`src/rtl/uart_cmd_parser.sv`:
```
// Command sequencer: pops bytes from the UART RX FIFO, assembles SYNC/OPCODE/ADDR/DATA packets and executes them.
// Optional build macro CMD_CHECKSUM_EN appends a CHK byte (OPCODE^ADDR^DATA) to every packet.
module uart_cmd_parser #(
    parameter logic [7:0]  SYNC_BYTE      = 8'hA5,
    parameter logic [15:0] TIMEOUT_CYCLES = 16'd50000
) (
    input  logic       clk,
    input  logic       rst,
    input  logic [7:0] rx_fifo_data,
    input  logic       rx_fifo_empty,
    output logic       rx_fifo_read_enable,
    input  logic       frame_busy,
    output logic       start_write_frame,
    output logic       reg_wr_en,
    output logic [7:0] reg_wr_addr,
    output logic [7:0] reg_wr_data,
    output logic       cmd_error,
    output logic [7:0] err_count
);

`ifdef CMD_CHECKSUM_EN
    localparam int unsigned PKT_LEN = 5;
`else
    localparam int unsigned PKT_LEN = 4;
`endif
    localparam int unsigned    IDX_W    = 3;
    localparam logic [IDX_W-1:0] LAST_IDX = IDX_W'(PKT_LEN - 1);
    localparam logic [7:0]     OP_WRITE = 8'h01;
    localparam logic [7:0]     OP_START = 8'h02;

    typedef enum logic [1:0] {
        FETCH,
        LATCH,
        EXEC
    } state_t;

    state_t           state;
    logic [IDX_W-1:0] idx;
    logic [15:0]      tmo_cnt;
    logic [7:0]       op_q;
    logic [7:0]       addr_q;
    logic [7:0]       data_q;
    logic             start_pend;
    logic             tmo_hit;
    logic [7:0]       data_byte;
    logic             chk_ok;

    // Expiry wins over a byte that shows up in the same cycle; that byte starts a fresh packet.
    assign tmo_hit = (state == FETCH) && (idx != '0) && (tmo_cnt >= TIMEOUT_CYCLES);

    // The pop strobe must react to this cycle's empty flag, so it is decoded from state directly.
    assign rx_fifo_read_enable = !rst && (state == FETCH) && !rx_fifo_empty && !tmo_hit;

`ifdef CMD_CHECKSUM_EN
    assign data_byte = data_q;
    assign chk_ok    = (rx_fifo_data == (op_q ^ addr_q ^ data_q));
`else
    assign data_byte = rx_fifo_data;
    assign chk_ok    = 1'b1;
`endif

    always_ff @(posedge clk or posedge rst) begin
        if (rst) begin
            state             <= FETCH;
            idx               <= '0;
            tmo_cnt           <= '0;
            op_q              <= '0;
            addr_q            <= '0;
            data_q            <= '0;
            start_pend        <= 1'b0;
            start_write_frame <= 1'b0;
            reg_wr_en         <= 1'b0;
            reg_wr_addr       <= '0;
            reg_wr_data       <= '0;
            cmd_error         <= 1'b0;
            err_count         <= '0;
        end else begin
            start_write_frame <= 1'b0;
            reg_wr_en         <= 1'b0;
            cmd_error         <= 1'b0;

            case (state)
                FETCH: begin
                    if (tmo_hit) begin
                        cmd_error <= 1'b1;
                        if (err_count != 8'hFF) err_count <= err_count + 8'd1;
                        idx       <= '0;
                        tmo_cnt   <= '0;
                    end else if (!rx_fifo_empty) begin
                        state   <= LATCH;
                        tmo_cnt <= '0;
                    end else if (idx != '0) begin
                        tmo_cnt <= tmo_cnt + 16'd1;
                    end
                end

                LATCH: begin
                    state <= FETCH;
                    if (idx == '0) begin
                        if (rx_fifo_data == SYNC_BYTE) idx <= IDX_W'(1);
                    end else if (idx == LAST_IDX) begin
                        // Decide the command here so its strobe lands in the EXEC cycle.
                        state <= EXEC;
                        idx   <= '0;
                        if (!chk_ok) begin
                            cmd_error <= 1'b1;
                            if (err_count != 8'hFF) err_count <= err_count + 8'd1;
                        end else if (op_q == OP_WRITE) begin
                            reg_wr_en   <= 1'b1;
                            reg_wr_addr <= addr_q;
                            reg_wr_data <= data_byte;
                        end else if (op_q == OP_START) begin
                            start_pend <= 1'b1;
                        end else begin
                            cmd_error <= 1'b1;
                            if (err_count != 8'hFF) err_count <= err_count + 8'd1;
                        end
                    end else begin
                        case (idx)
                            IDX_W'(1): op_q   <= rx_fifo_data;
                            IDX_W'(2): addr_q <= rx_fifo_data;
                            default:   data_q <= rx_fifo_data;
                        endcase
                        idx <= idx + IDX_W'(1);
                    end
                end

                EXEC: begin
                    if (!start_pend) begin
                        state <= FETCH;
                    end else if (!frame_busy) begin
                        start_write_frame <= 1'b1;
                        start_pend        <= 1'b0;
                        state             <= FETCH;
                    end
                end

                default: state <= FETCH;
            endcase
        end
    end

endmodule
```
`config.mk`:
```
export PLATFORM = sky130hd
export DESIGN_NAME = uart_cmd_parser
export DESIGN_NICKNAME = d
export VERILOG_FILES = /design/src/rtl/uart_cmd_parser.sv
export SDC_FILE = /design/constraint.sdc
export NUM_CORES = 1
export LEC_CHECK = 0
export BUFFER_PORTS_ARGS = -buffer_cell sky130_fd_sc_hd__buf_2
export CORE_UTILIZATION = 40
export CTS_CLUSTER_DIAMETER = 200
export DETAILED_ROUTE_END_ITERATION = 12
export SYNTH_ARGS = -nofsm -noshare
export SYNTH_HDL_FRONTEND = slang
export SYNTH_SLANG_ARGS = --single-unit
```
`constraint.sdc`:
```
create_clock -name clk -period 3.7 [get_ports clk]
set_clock_uncertainty 0.05 [all_clocks]
set_input_delay 0.74 -clock clk [delete_from_list [all_inputs] [get_ports clk]]
set_output_delay 0.74 -clock clk [all_outputs]
set_load 0.03 [all_outputs]
```
==> Yosys cells after proc, flatten, opt, wreduce, memory -nomap -nowiden <==
Index checks and enable logic that the tools add are counted.
{ "totals": {"register_bits": 65, "input_bits": 12, "output_inout_bits": 28, "elab_cells": 101} }
{ "op_classes": {"n_addsub": 3, "n_lt_le_gt_ge": 1, "eq_ne": 20, "mux": 42, "bitwise": 2, "reduce_logical": 21} }
{ "op_table": {"columns": ["operator", "count"], "rows": [
  ["$mux 16", 3],
  ["$mux 8", 6],
  ["$mux 1", 18],
  ["$add 16x1->16 const B", 1],
  ["$ge 16x16->1 const B", 1],
  ["$ne 2x2->1 const B", 8],
  ["$pmux 8 s2", 1],
  ["$mux 2", 6],
  ["$mux 3", 4],
  ["$reduce_and 4->1", 3],
  ["$add 8x1->8 const B", 1],
  ["$eq 8x1->1 const B", 1],
  ["$eq 8x2->1 const B", 1],
  ["$eq 8x8->1 const B", 1],
  ["$ne 8x8->1 const B", 1],
  ["$eq 3x2->1 const B", 2],
  ["$ne 3x3->1 const B", 2],
  ["$pmux 2 s3", 1],
  ["$pmux 3 s2", 1],
  ["$reduce_and 3->1", 2],
  ["$reduce_and 6->1", 1],
  ["$logic_and 1x1->1", 5],
  ["$reduce_and 5->1", 1],
  ["$pmux 1 s2", 2],
  ["other kinds (12)", 16]
]} }

==> Logic depth before layout (Yosys ltp) <==
{ "depth": {"depth_word": 7, "mapped_depth": 8} }

==> Least setup slack after synthesis <==
Ideal clock, no wire load.
{ "synth_path": {"kind": "input to output", "start": "input port rst", "end": "output port rx_fifo_read_enable", "arrival_ns": 2.563, "path_slack_ns": 0.347, "path_stages": 2, "n_path_buf": 0, "path_cell_list": "inv_1 > and2_1"} }
{ "synth_via": {"elab_chain_len": 4} }
{ "synth_lines": {"columns": ["item", "line_no", "source"], "rows": [
  ["from (decl)", "8", "input logic rst,"],
  ["$logic_not 1->1 (no source line)", null, null],
  ["$logic_and 1x1->1 (3 in series)", "52", "assign rx_fifo_read_enable = !rst && (state == FETCH) && !rx_fifo_empty && !tmo_hit;"],
  ["to (decl)", "11", "output logic rx_fifo_read_enable,"]
]} }
Every way passes these cells.

==> Final worst setup path <==
{ "layout_path": {"start": "register idx[0]", "end": "output port rx_fifo_read_enable"} }
{ "layout_via": {"elab_chain_len": 5} }
{ "layout_lines": {"columns": ["item", "line_no", "source"], "rows": [
  ["from (decl)", "38", "logic [IDX_W-1:0] idx;"],
  ["from (signal assigned)", "124", "idx <= idx + IDX_W'(1);"],
  ["$reduce_bool 3->1", "49", "assign tmo_hit = (state == FETCH) && (idx != '0) && (tmo_cnt >= TIMEOUT_CYCLES);"],
  ["$logic_and 1x1->1 (2 in series)", "49", null],
  ["$logic_not 1->1", "52", null],
  ["$logic_and 1x1->1", "52", null]
]} }
Every way passes these cells.

==> results.cfg <==
[route]
vias_per_cell = 5.16
wirelength_mm = 5.81
dr.pass1.iters = 4
drc = 0
drt-wirelength-per-cell_um = 14.2
initialDrtViolationCount = 68
final_antenna_net_count = 0
vias = 2117

[clocking]
cts_made_buffers = 9
clock_latency_ns = 0.35
hold_buffers = 0
cts_tree = built
root_buffer = clkbuf_8
clock_sinks = 65
cts_setup_buffers = 0
cts_resized = 0
clock_path_buffers = 2
clkTransAtPathRegs_ns = 0.07
cts_htree_levels = 3

[yosys]
synth_mux_area_frac = 0.129
synth_compound_area_frac = 0.0530
yosys_most_used_dff = dfrtp_1
synthAdderAreaFrac = 0.0285
yosysWarningCount = 0
synth_xor_area_frac = 0.0542
synth_cells = 258
synth_cell_types = 49
netlist_area_mm2 = 0.00307
async_flop_share = 1.00
synth_top_family_by_area = simple AND/OR/NAND/NOR gates
syn_area_per_cell_um2 = 11.9
synth-simple-area-share = 0.184
syn_nets = 277
seq_area_frac_synth = 0.530
synth_edf_count = 0
ys_seq_elements = 65

[setup_path]
critPathCaptureType = primary output
crit_type = reg -> out
worstPathRequired_ns = 2.91
critPathMaxFanout = 6
cp-start-kind = flop
worst_path_max_delay_cell = dfrtp_1
crit_chain = inv_1 -> ha_1 -> and2b_4 -> a2111oi_4 -> nor4_1 -> and2_1 -> buf_2
path_buf_inv = 2
slowest_delay_ns = 0.40
critical-path-top-delay-family = simple AND/OR/NAND/NOR gates
cp.arrival_ns = 2.14

[layout]
nFillCells = 657
drive_gt1_frac = 0.325
syn_to_final_growth_pct = 17.3
diodes = 0
design_area_mm2 = 0.00360
final_nets = 325
final_cell_count_no_fill = 410
fin_util = 0.491

[place]
port_buffers = 39
place_congestion = 0.751
place_area_mm2 = 0.00337
hpwl_mm = 4.15
place_inst = 394

[pwr]
leakagePower_nw = 1.69
power_density_mw_per_mm2 = 594
peakVddDrop_mv = 0.493
power_mw = 2.14

[global_route]
globalRoute.busiestLayer = met2
overflow = 0
antenna_found_initial = 0
grt_use_met3 = 0.0512
grtUsageMet2 = 0.270
use_met1 = 0.215
grt_pass1_vias = 2111
grt_max_degree = 66
grt_pass1_wl_mm = 10.0
grt_util_all_layers = 0.169

[outcome]
status = finished clean

[timing]
worst_pin_slew_ns = 1.03
rsz0062_at_grt = no
hold_viol_final = 0
tns_ns = 0
relSlewSlack = 0.311
fmax_ghz = 0.341
fin_crit_sh = 0.792
maxSlewViolCount = 0
setup_violations = 0
fin_crit_ns = 2.93

[floorplan]
initial_core_util = 0.419
dieWidth_um = 89.6
ioPinCount = 40
die_y_um = 89.6
row_count = 31
die_area_mm2 = 0.00802
coreArea_mm2 = 0.00733

[min_path]
hold_path.class = reg -> reg

[job]
drv_cap = 0
cell type report:
type	count	area, µm²	area share
multi-input cells	179	1380	0.383
inverters	11	41.3	0.0115
clock inverters	7	103	0.0285
clock buffers	9	124	0.0344
flip-flops and latches	65	1630	0.452
repair buffers	40	203	0.0563
well taps	99	124	0.0344
layer usage:
metal  share of wire  wire length (µm)
met1            0.46              2660
met2            0.48              2810
met3           0.043               247
met4           0.015                88
met5               0                 0
sequential cells by signal, summed over array words and instances (netlist names):
name and count:
tmo_cnt 16, addr_q 8, err_count 8, op_q 8
reg_wr_addr 8, reg_wr_data 8, idx 3, state 2
cmd_error 1, reg_wr_en 1, start_pend 1, start_write_frame 1
power by group:
group	internal (mW)	switching [mW]
combinational	0.217	0.274
sequential	0.858	0.121
clock	0.384	0.284
placed cells by master, fill, tap and decap left out, types with 7 or more instances in the layout:
cell / n
nor2_1: 23
nor3_1: 7
xor2_1: 10
inv_1: 10
clkbuf_8: 9
mux2_2: 32
dfrtp_1: 65
nand2_1: 15
xnor2_1: 9
buf_2: 39
nor4_1: 8
ha_1: 7
nand3_1: 7
synth_stat cells (6+ instances only):
master / n / area share
ha_1: 7 / 0.029
inv_1: 11 / 0.013
nor3_1: 7 / 0.011
nor2_1: 23 / 0.028
xor2_1: 10 / 0.029
nand4_1: 6 / 0.012
o21ai_0: 7 / 0.011
nand2_1: 15 / 0.018
nand3_1: 7 / 0.011
a21oi_1: 6 / 0.0098
mux2_2: 32 / 0.12
nor4_1: 8 / 0.016
dfrtp_1: 65 / 0.53
xnor2_1: 9 / 0.026
cells by family after synthesis:
group,Yosys count
AND/OR/NAND/NOR,96
AO/OA/AOI/OAI,22
XOR/XNOR,19
flip-flops,65
buffers and inverters,14
multiplexers,35
adder cells (fa/ha/maj),7
path summary, 6_finish.rpt:
check,start,slack (ns),depth (start not counted),end
max,idx[0]$_DFFE_PP0P_,0.77,7,rx_fifo_read_enable
min,err_count[7]$_DFFE_PP0P_,0.44,1,err_count[7]$_DFFE_PP0P_
max reg2reg,idx[0]$_DFFE_PP0P_,1.10,6,reg_wr_addr[0]$_DFFE_PP0P_
min reg2reg,err_count[7]$_DFFE_PP0P_,0.44,1,err_count[7]$_DFFE_PP0P_
max in group asynchronous,rst,2.45,3,tmo_cnt[7]$_DFFE_PP0P_
min in group asynchronous,rst,0.63,3,addr_q[0]$_DFFE_PP0P_
per-stage QoR:
stage / hold slack, ns / setup WS [ns]
floorplan: 0.409 / 0.347
detailed placement: 0.423 / 1.12
global route: 0.468 / 0.618
CTS: 0.444 / 0.739
finish: 0.439 / 0.769
global placement: 0.419 / 1.18
No activity file was read; power rests on OpenSTA's default activity.
